**config.mk**
```make
export PLATFORM = sky130hd
export DESIGN_NAME = clk_divider_any
export DESIGN_NICKNAME = d
export VERILOG_FILES = /design/src/rtl/clk_divider_any.sv
export SDC_FILE = /design/constraint.sdc
export NUM_CORES = 1
export LEC_CHECK = 0
export CAP_MARGIN = 20
export CORE_AREA = 2 2 57 70
export DETAILED_ROUTE_END_ITERATION = 8
export DIE_AREA = 0 0 59 72
export MAX_ROUTING_LAYER = met4
export PLACE_DENSITY_LB_ADDON = 0.2
export SLEW_MARGIN = 20
export SYNTH_ARGS = -nofsm -noshare
export SYNTH_HDL_FRONTEND = slang
export SYNTH_SLANG_ARGS = --single-unit
```
**constraint.sdc**
```tcl
create_clock -name clk -period 2.3 [get_ports clk]
set_clock_uncertainty 0.15 [all_clocks]
set_input_delay 0.46 -clock clk [delete_from_list [all_inputs] [get_ports clk]]
set_output_delay 0.46 -clock clk [all_outputs]
set_load 0.02 [all_outputs]
```
**src/rtl/clk_divider_any.sv**
```systemverilog
// Programmable clock divider for any N in 1..2^WIDTH-1 with glitch-free factor changes.
// Optional CLK_DIVIDER_ODD_50_DUTY_EN adds a negedge stage giving 50% duty for odd N >= 3.
module clk_divider_any #(
    parameter int unsigned WIDTH = 8
) (
    input  logic             clk,
    input  logic             reset_n,
    input  logic             enable,
    input  logic [WIDTH-1:0] N,
    output logic             out,
    output logic             tick,
    output logic             busy,
    output logic [WIDTH-1:0] n_active
);

    typedef enum logic {StIdle, StRun} state_t;

    state_t           state_q, state_d;
    logic [WIDTH-1:0] cnt_q, cnt_d;
    logic [WIDTH-1:0] n_q, n_d;
    logic             out_q, out_d;
    logic             tick_q, tick_d;
    logic             start;
    logic             last;

    // Number of posedge-registered high cycles; ceil form cannot overflow for n = 2^WIDTH-1.
    function automatic logic [WIDTH-1:0] high_len(input logic [WIDTH-1:0] n);
`ifdef CLK_DIVIDER_ODD_50_DUTY_EN
        // Odd n >= 3 uses floor; the negedge stage supplies the extra half cycle.
        if (n[0] && (n != WIDTH'(1))) begin
            return n >> 1;
        end
`endif
        return (n >> 1) + {{(WIDTH-1){1'b0}}, n[0]};
    endfunction

    assign start = enable && (N != '0);
    assign last  = (cnt_q == (n_q - WIDTH'(1)));

    always_comb begin
        state_d = state_q;
        cnt_d   = cnt_q;
        n_d     = n_q;
        out_d   = out_q;
        tick_d  = 1'b0;
        unique case (state_q)
            StIdle: begin
                out_d = 1'b0;
                if (start) begin
                    state_d = StRun;
                    n_d     = N;
                    cnt_d   = '0;
                    out_d   = 1'b1;
                    tick_d  = 1'b1;
                end
            end
            StRun: begin
                if (last) begin
                    cnt_d = '0;
                    if (start) begin
                        n_d    = N;
                        out_d  = 1'b1;
                        tick_d = 1'b1;
                    end else begin
                        state_d = StIdle;
                        out_d   = 1'b0;
                    end
                end else begin
                    cnt_d = cnt_q + WIDTH'(1);
                    out_d = (cnt_d < high_len(n_q));
                end
            end
            default: state_d = StIdle;
        endcase
    end

    always_ff @(posedge clk or negedge reset_n) begin
        if (!reset_n) begin
            state_q <= StIdle;
            cnt_q   <= '0;
            n_q     <= '0;
            out_q   <= 1'b0;
            tick_q  <= 1'b0;
        end else begin
            state_q <= state_d;
            cnt_q   <= cnt_d;
            n_q     <= n_d;
            out_q   <= out_d;
            tick_q  <= tick_d;
        end
    end

`ifdef CLK_DIVIDER_ODD_50_DUTY_EN
    logic dly_q;

    always_ff @(negedge clk or negedge reset_n) begin
        if (!reset_n) begin
            dly_q <= 1'b0;
        end else begin
            dly_q <= out_q;
        end
    end

    assign out = out_q | (dly_q & n_q[0] & (n_q != WIDTH'(1)));
`else
    assign out = out_q;
`endif

    assign tick     = tick_q;
    assign busy     = (state_q == StRun);
    assign n_active = n_q;

endmodule

```
======== Word-level counts from Yosys, hierarchy flattened ========
Cells that the tools add are included.
cells by class
  bitwise logic cells ..................... 1
  muxes and demuxes ....................... 13
  add/subtract/negate cells ............... 3
  order comparisons ....................... 1
  reduce and logical (&&, ||, !) cells .... 2
  equality and inequality tests ........... 3
operators with widths
  operator             number
  $mux 8               4
  $pmux 8 s2           2
  $add 7x1->8          1
  $add 8x1->8 const B  1
  $eq 8x8->1           1
  $lt 8x8->1           1
  $reduce_bool 8->1    1
  $sub 8x1->8 const B  1
  $pmux 1 s2           3
  $mux 1               4
  $ne 2x1->1 const B   1
  $ne 2x2->1 const B   1
  $logic_and 1x1->1    1
  $not 1->1            1
storage, ports and cells
  logic and storage cells ................. 28
  register bits ........................... 19
  input bits .............................. 11

======== Depth between registers and ports, before layout ========
Gate-level depths: netlist of run 1.
  word-level depth ........................ 5
  depth in mapped cells ................... 11

======== Worst setup path before layout of run 1 ========
Ideal clock, no wire load.
  kind .................................... register to register
  start point ............................. reg n_q[0], in the netlist n_active[0]
  end point ............................... reg out_q, in the netlist out
  stages on the path, launching flop included .. 12
  clock period less this slack ............ 2.456 ns
  path buffers ............................ 0
  slack ................................... -0.156 ns
  data required time ...................... 2.055 ns
  arrival ................................. 2.211 ns
  cell sequence ........................... dfrtp_1 > ha_1 > ha_1 > nand3_1 > xor2_1 > ha_1 > a21o_1 > a21oi_1 > o21ai_0 > a21oi_1 > nor2b_1 > o31ai_1
on the way
  longest elaborated chain between the ends .. 4
  elaborated cells between the ends (all ways) .. 6
ends and longest elaborated chain
  what                                               RTL line  text
  start, declared                                    20        logic [WIDTH-1:0] n_q, n_d;
  start signal, assigned                             87        n_q <= n_d;
  $add 7x1->8 / $sub 8x1->8 (equally long branches)  34, 38
  $lt 8x8->1 / $eq 8x8->1 (equally long branches)    70, 38
  $mux 1 (*)                                         58        if (last) begin
  $pmux 1 s2 (*)                                     46        unique case (state_q)
  named net out_d                                    21        logic out_q, out_d;
  end signal, assigned                               88        out_q <= out_d;
  end, declared                                      21
The timed path passes the listed nets; every way through them passes the cells marked *.
A chain may end at the register's enable or synchronous reset.

======== Worst setup path after layout of run 1 ========
Ends and elaborated chain as after synthesis.

==> results.json, run 1 <==
{
  "antennaDiodeCount": 0,
  "first_pass_iters": 4,
  "synth.net_count": 173,
  "critPathKind": "reg2reg",
  "max_freq_ghz": 0.429,
  "instances_no_fill": 235,
  "ys_seq_elements": 19,
  "avgRoutedWirePerCell_um": 16.1,
  "reg2reg_to": "out$_DFF_PN0_",
  "synth_area_per_cell_um2": 9.13,
  "num-fill-cells": 331,
  "dieArea_um2": 4250,
  "start_kind": "flop",
  "path_max_fanout": 5,
  "drv_slew": 0,
  "violations": "setup timing",
  "ant_nets": 0,
  "gr-usage-all-layers": 0.191,
  "area.sequential_um2": 483,
  "slew_headroom": 0.652,
  "core_um2": 3540,
  "cts_buffer_depth": 2,
  "place_area_um2": 1770,
  "gp_congestion": 0.872,
  "vias": 1275,
  "dp_hpwl_um": 2720,
  "r2r_start": "n_active[0]$_DFFE_PN0P_",
  "synth_ff_type": "dfrtp_1",
  "antenna_found_initial": 0,
  "setup_tns_ps": -31.4,
  "period_needed_ps": 2330,
  "drive_above_1_share": 0.286,
  "yosysSeqAreaShare": 0.345,
  "setup_slack_ps": -31.4,
  "clk_latency_ps": 260,
  "ir_drop_mv": 0.557,
  "final_common_cell": "buf_4",
  "use_met1": 0.223,
  "row_count": 24,
  "rr_worst_depth": 11,
  "routed_wl_um": 3790,
  "async_flop_share": 1.00,
  "powerDensity_nw_per_um2": 1330,
  "grt_max_degree": 20,
  "grt_pass1_vias": 1243,
  "multi_input_area_um2": 950,
  "root_buffer": "clkbuf_8",
  "drv_cap": 0,
  "die_w_um": 59,
  "cts_sinks": 19,
  "cp-end-kind": "flop",
  "grt_pass1_wl_um": 5950,
  "crit_family": "compound AO/OA/AOI/OAI gates",
  "use_met2": 0.335,
  "clk_pin_slew_ps": 80,
  "final_core_util": 0.556,
  "worstHoldPathType": "in2async",
  "die_h_um": 72,
  "ys_types": 36,
  "p_int_uw": 1500,
  "gr-total-overflow": 0,
  "drcViolationCount": 0,
  "finalHoldViolCount": 0,
  "start_util": 0.389,
  "fin_nets": 219,
  "use_met3": 0.0285,
  "cp.required_ps": 2320,
  "cts_tree": "done",
  "drt_first_iter_violations": 30,
  "comb_power_share": 0.653,
  "netlist_area_um2": 1380,
  "htree_num_levels": 1,
  "slowest_stage": "dfrtp_2",
  "io_pins": 22,
  "sw_frac_of_total": 0.429,
  "reg2reg_slack_ps": -30,
  "most-common-layout-cells": "25 x buf_4, 21 x nand2_1, 21 x clkdlybuf4s50_1",
  "yosys_warnings": 0,
  "synth-edff-count": 0,
  "tightest_slew_ps": 517,
  "pre_cts_ws_ps": -99.2,
  "rsz0062_at_grt": "yes",
  "top_usage_layer": "met2",
  "cts_hold_buf": 0,
  "port-buffer-count": 21,
  "status": "finished with violations",
  "cts_made_buffers": 3,
  "setup_violations": 1,
  "dp.cells": 227,
  "p_leak_uw": 0.000885,
  "final_cell_area_um2": 1970,
  "clkPwrFrac": 0.094,
  "switchingPower_uw": 1130,
  "crit_arrival_ps": 2350,
  "path_buf_inv": 0,
  "netlist_instances": 151,
  "via_per_inst": 5.43,
  "min_period_over_period": 1.01,
  "area_growth_pct": 42.8,
  "slowest_delay_ps": 450,
  "power.share.sequential": 0.253,
  "path_cells": "ha_4, ha_4, nand3_2, xor2_2, ha_1, a21o_1, a21oi_1, o21ai_1, a21oi_1, nor2b_1, o31ai_1"
}
-- how the worst max path moves through the flow --
stage                            startpoint                 endpoint  cells after the start
floorplan           n_active[2]$_DFFE_PN0P_  n_active[0]$_DFFE_PN0P_                      8
global route        n_active[0]$_DFFE_PN0P_            out$_DFF_PN0_                     11
global placement    n_active[1]$_DFFE_PN0P_            out$_DFF_PN0_                     11
detailed placement  n_active[1]$_DFFE_PN0P_            out$_DFF_PN0_                     11
CTS                 n_active[0]$_DFFE_PN0P_            out$_DFF_PN0_                     11
finish              n_active[0]$_DFFE_PN0P_            out$_DFF_PN0_                     11
-- power by group through the flow --
stage	Combinational (uW)	Clock (uW)	Sequential, uW
detailed placement	1470	0	632
finish	1710	246	664
global placement	1420	0	630
global route	1850	270	686
CTS	1550	253	645
floorplan	881	0	681
-- synth_stat cells (3+ instances only) --
master    instances  area share
nand2b_1          7       0.032
dfrtp_1          19        0.34
xor2_1           12       0.076
inv_1             6       0.016
ha_1             11        0.10
nor2_1            9       0.024
o21ai_0           4       0.015
nand2_1          21       0.057
xnor2_1           8       0.051
a21oi_1           5       0.018
a22o_1            8       0.051
a21o_1            3       0.016
buf_6             3       0.024
nand3_1           8       0.029
-- state kept, by name (all words and copies together) (netlist names) --
register,count
out,1
tick,1
n_active,8
busy,1
cnt_q,8
-- per-stage QoR --
step                power [uW]  hold slack (ps)
finish                    2620              381
floorplan                 1560             14.4
global route              2810              400
CTS                       2440              391
global placement          2050              379
detailed placement        2100              392
-- routing by layer --
layer | vias up | share of wire
met5 | - | 0
met1 | 629 | 0.42
met2 | 26 | 0.54
met4 | 0 | 0.014
li1 | 613 | -
met3 | 7 | 0.026
-- cells by family (layout without fill, tap and decap cells) --
group / Yosys count / after routing / share of synthesized area
DFF: 19 / 19 / 0.345
buffers and inverters: 13 / 58 / 0.0554
and+or+nand+nor: 58 / 58 / 0.206
xor gates and xnor gates: 20 / 20 / 0.127
muxes: 1 / 1 / 0.00726
AOI/OAI and AO/OA: 29 / 29 / 0.160
adders and majority gates: 11 / 11 / 0.0998
-- area by class of cell --
| type | instances | area share |
|---|---|---|
| well taps | 39 | 0.0248 |
| repair buffers | 48 | 0.213 |
| multi-input cells | 119 | 0.482 |
| clock buffers | 4 | 0.0229 |
| flip-flops and latches | 19 | 0.245 |
| inverters | 6 | 0.0114 |
-- what timing repair did --
item | in CTS | in global routing
resized for setup | 8 | 16
pin swaps | 7 | 6
buffers inserted | 1 | 3
setup endpoints to repair | 14 | 17
Note: power is estimated with default switching activity, not from simulation.
==> inputs of run 2 (changes only) <==
REMOVE_ABC_BUFFERS = 1   (was default)
==> results.json, run 2 (synthesis results as in run 1) <==
{
  "area_growth_pct": 42.6,
  "cp.required_ps": 2310,
  "drive_above_1_share": 0.282,
  "min_period_over_period": 1.00,
  "setup_slack_ps": -2.85,
  "cts_made_buffers": 3,
  "fin_nets": 218,
  "ant_nets": 0,
  "final_common_cell": "buf_4",
  "clk_pin_slew_ps": 80,
  "final_core_util": 0.555,
  "gr-usage-all-layers": 0.204,
  "r2r_start": "n_active[0]$_DFFE_PN0P_",
  "grt_pass1_wl_um": 6390,
  "avgRoutedWirePerCell_um": 15.8,
  "drv_cap": 0,
  "switchingPower_uw": 1130,
  "grt_pass1_vias": 1388,
  "routed_wl_um": 3690,
  "gr-total-overflow": 0,
  "grt_max_degree": 20,
  "drv_slew": 0,
  "row_count": 24,
  "p_int_uw": 1510,
  "violations": "setup timing",
  "max_freq_ghz": 0.434,
  "clkPwrFrac": 0.092,
  "vias": 1265,
  "place_area_um2": 1730,
  "dieArea_um2": 4250,
  "drcViolationCount": 0,
  "start_util": 0.389,
  "p_leak_uw": 0.000871,
  "first_pass_iters": 5,
  "antenna_found_initial": 0,
  "root_buffer": "clkbuf_8",
  "crit_arrival_ps": 2310,
  "setup_violations": 3,
  "dp.cells": 223,
  "period_needed_ps": 2300,
  "die_w_um": 59,
  "htree_num_levels": 1,
  "dp_hpwl_um": 2570,
  "comb_power_share": 0.658,
  "core_um2": 3540,
  "start_kind": "flop",
  "drt_first_iter_violations": 23,
  "finalHoldViolCount": 0,
  "critPathKind": "reg2reg",
  "via_per_inst": 5.41,
  "tightest_slew_ps": 726,
  "instances_no_fill": 234,
  "port-buffer-count": 21,
  "setup_tns_ps": -5.40,
  "cts_buffer_depth": 2,
  "die_h_um": 72,
  "path_max_fanout": 5,
  "power.share.sequential": 0.250,
  "final_cell_area_um2": 1970,
  "status": "finished with violations",
  "most-common-layout-cells": "22 x buf_4, 21 x nand2_1, 21 x clkdlybuf4s50_1",
  "rsz0062_at_grt": "yes",
  "sw_frac_of_total": 0.428,
  "slew_headroom": 0.512,
  "io_pins": 22,
  "ir_drop_mv": 0.669,
  "clk_latency_ps": 260,
  "cts_tree": "done",
  "worstHoldPathType": "in2async",
  "gp_congestion": 0.824,
  "antennaDiodeCount": 0,
  "powerDensity_nw_per_um2": 1350,
  "critPathLaunch": "n_active[0]$_DFFE_PN0P_",
  "cp-end-kind": "flop",
  "cts_sinks": 19
}
## run 2: cell types whose count changed in the layout (fill, tap and decap cells not counted), sizes merged
cell    change
clkinv      +1
nand2       +1
buf         -2
clkbuf      -1
## run 2: cell type report
cell class / instances / area [um^2]
Clock buffer: 3 / 41.3
Clock inverter: 1 / 5.00
Fill cell: 315 / 1580
Inverter: 6 / 22.5
Multi-Input combinational cell: 120 / 956
Sequential cell: 19 / 483
Tap cell: 39 / 48.8
Timing Repair Buffer: 46 / 409
## run 2: through the flow
step | setup slack [ps] | hold WS [ps] | power, uW
4_1_cts | 2.76 | 399 | 2530
3_5_place_dp | -134 | 382 | 2070
5_1_grt | -150 | 416 | 2870
6_report | -2.85 | 388 | 2650
3_3_place_gp | -47.8 | 365 | 2020
2_1_floorplan | -175 | 14.4 | 1490
## run 2: critical path, stage by stage (launching register included)
cell       delay (ps)
dfrtp_2           450
buf_4             170
nor3_4            160
xnor2_1           130
nand3_1           100
a2111o_1          410
a2bb2oi_4         260
nand2_2           120
a22o_1            250
## run 2: layer usage
metal | up-vias | global-route usage | wire [um]
met5 | - | - | 0
met4 | 0 | 0.0631 | 73
met3 | 10 | 0.0285 | 137
met2 | 39 | 0.370 | 1970
met1 | 603 | 0.226 | 1520
li1 | 613 | - | -
## run 2: path summary, 6_finish.rpt
path / end / slack [ps] / cells after the start
worst max-delay path: n_active[5]$_DFFE_PN0P_ / -3 / 8
worst max register to register: n_active[5]$_DFFE_PN0P_ / -3 / 8
worst min-delay path: cnt_q[0]$_DFFE_PN0P_ / 390 / 2
max in group asynchronous: n_active[1]$_DFFE_PN0P_ / 1390 / 2
min in group clk: cnt_q[7]$_DFFE_PN0P_ / 430 / 2
worst min register to register: cnt_q[7]$_DFFE_PN0P_ / 430 / 2
## run 2: what timing repair did
| item | CTS | global route |
|---|---|---|
| endpoints found under the setup margin | 11 | 18 |
| hold buffers | 0 | 0 |
| gates resized for setup | 19 | 13 |
| setup buffers | 3 | 3 |
| cloned | 1 | 0 |
| pin swaps | 10 | 15 |
## run 2: power by group through the flow
| stage | Sequential, uW | Clock [uW] | Combinational, uW |
|---|---|---|---|
| 2_1_floorplan | 724 | 0 | 767 |
| 3_3_place_gp | 634 | 0 | 1390 |
| 3_5_place_dp | 639 | 0 | 1430 |
| 4_1_cts | 649 | 246 | 1630 |
| 5_1_grt | 688 | 269 | 1910 |
| 6_report | 661 | 243 | 1740 |
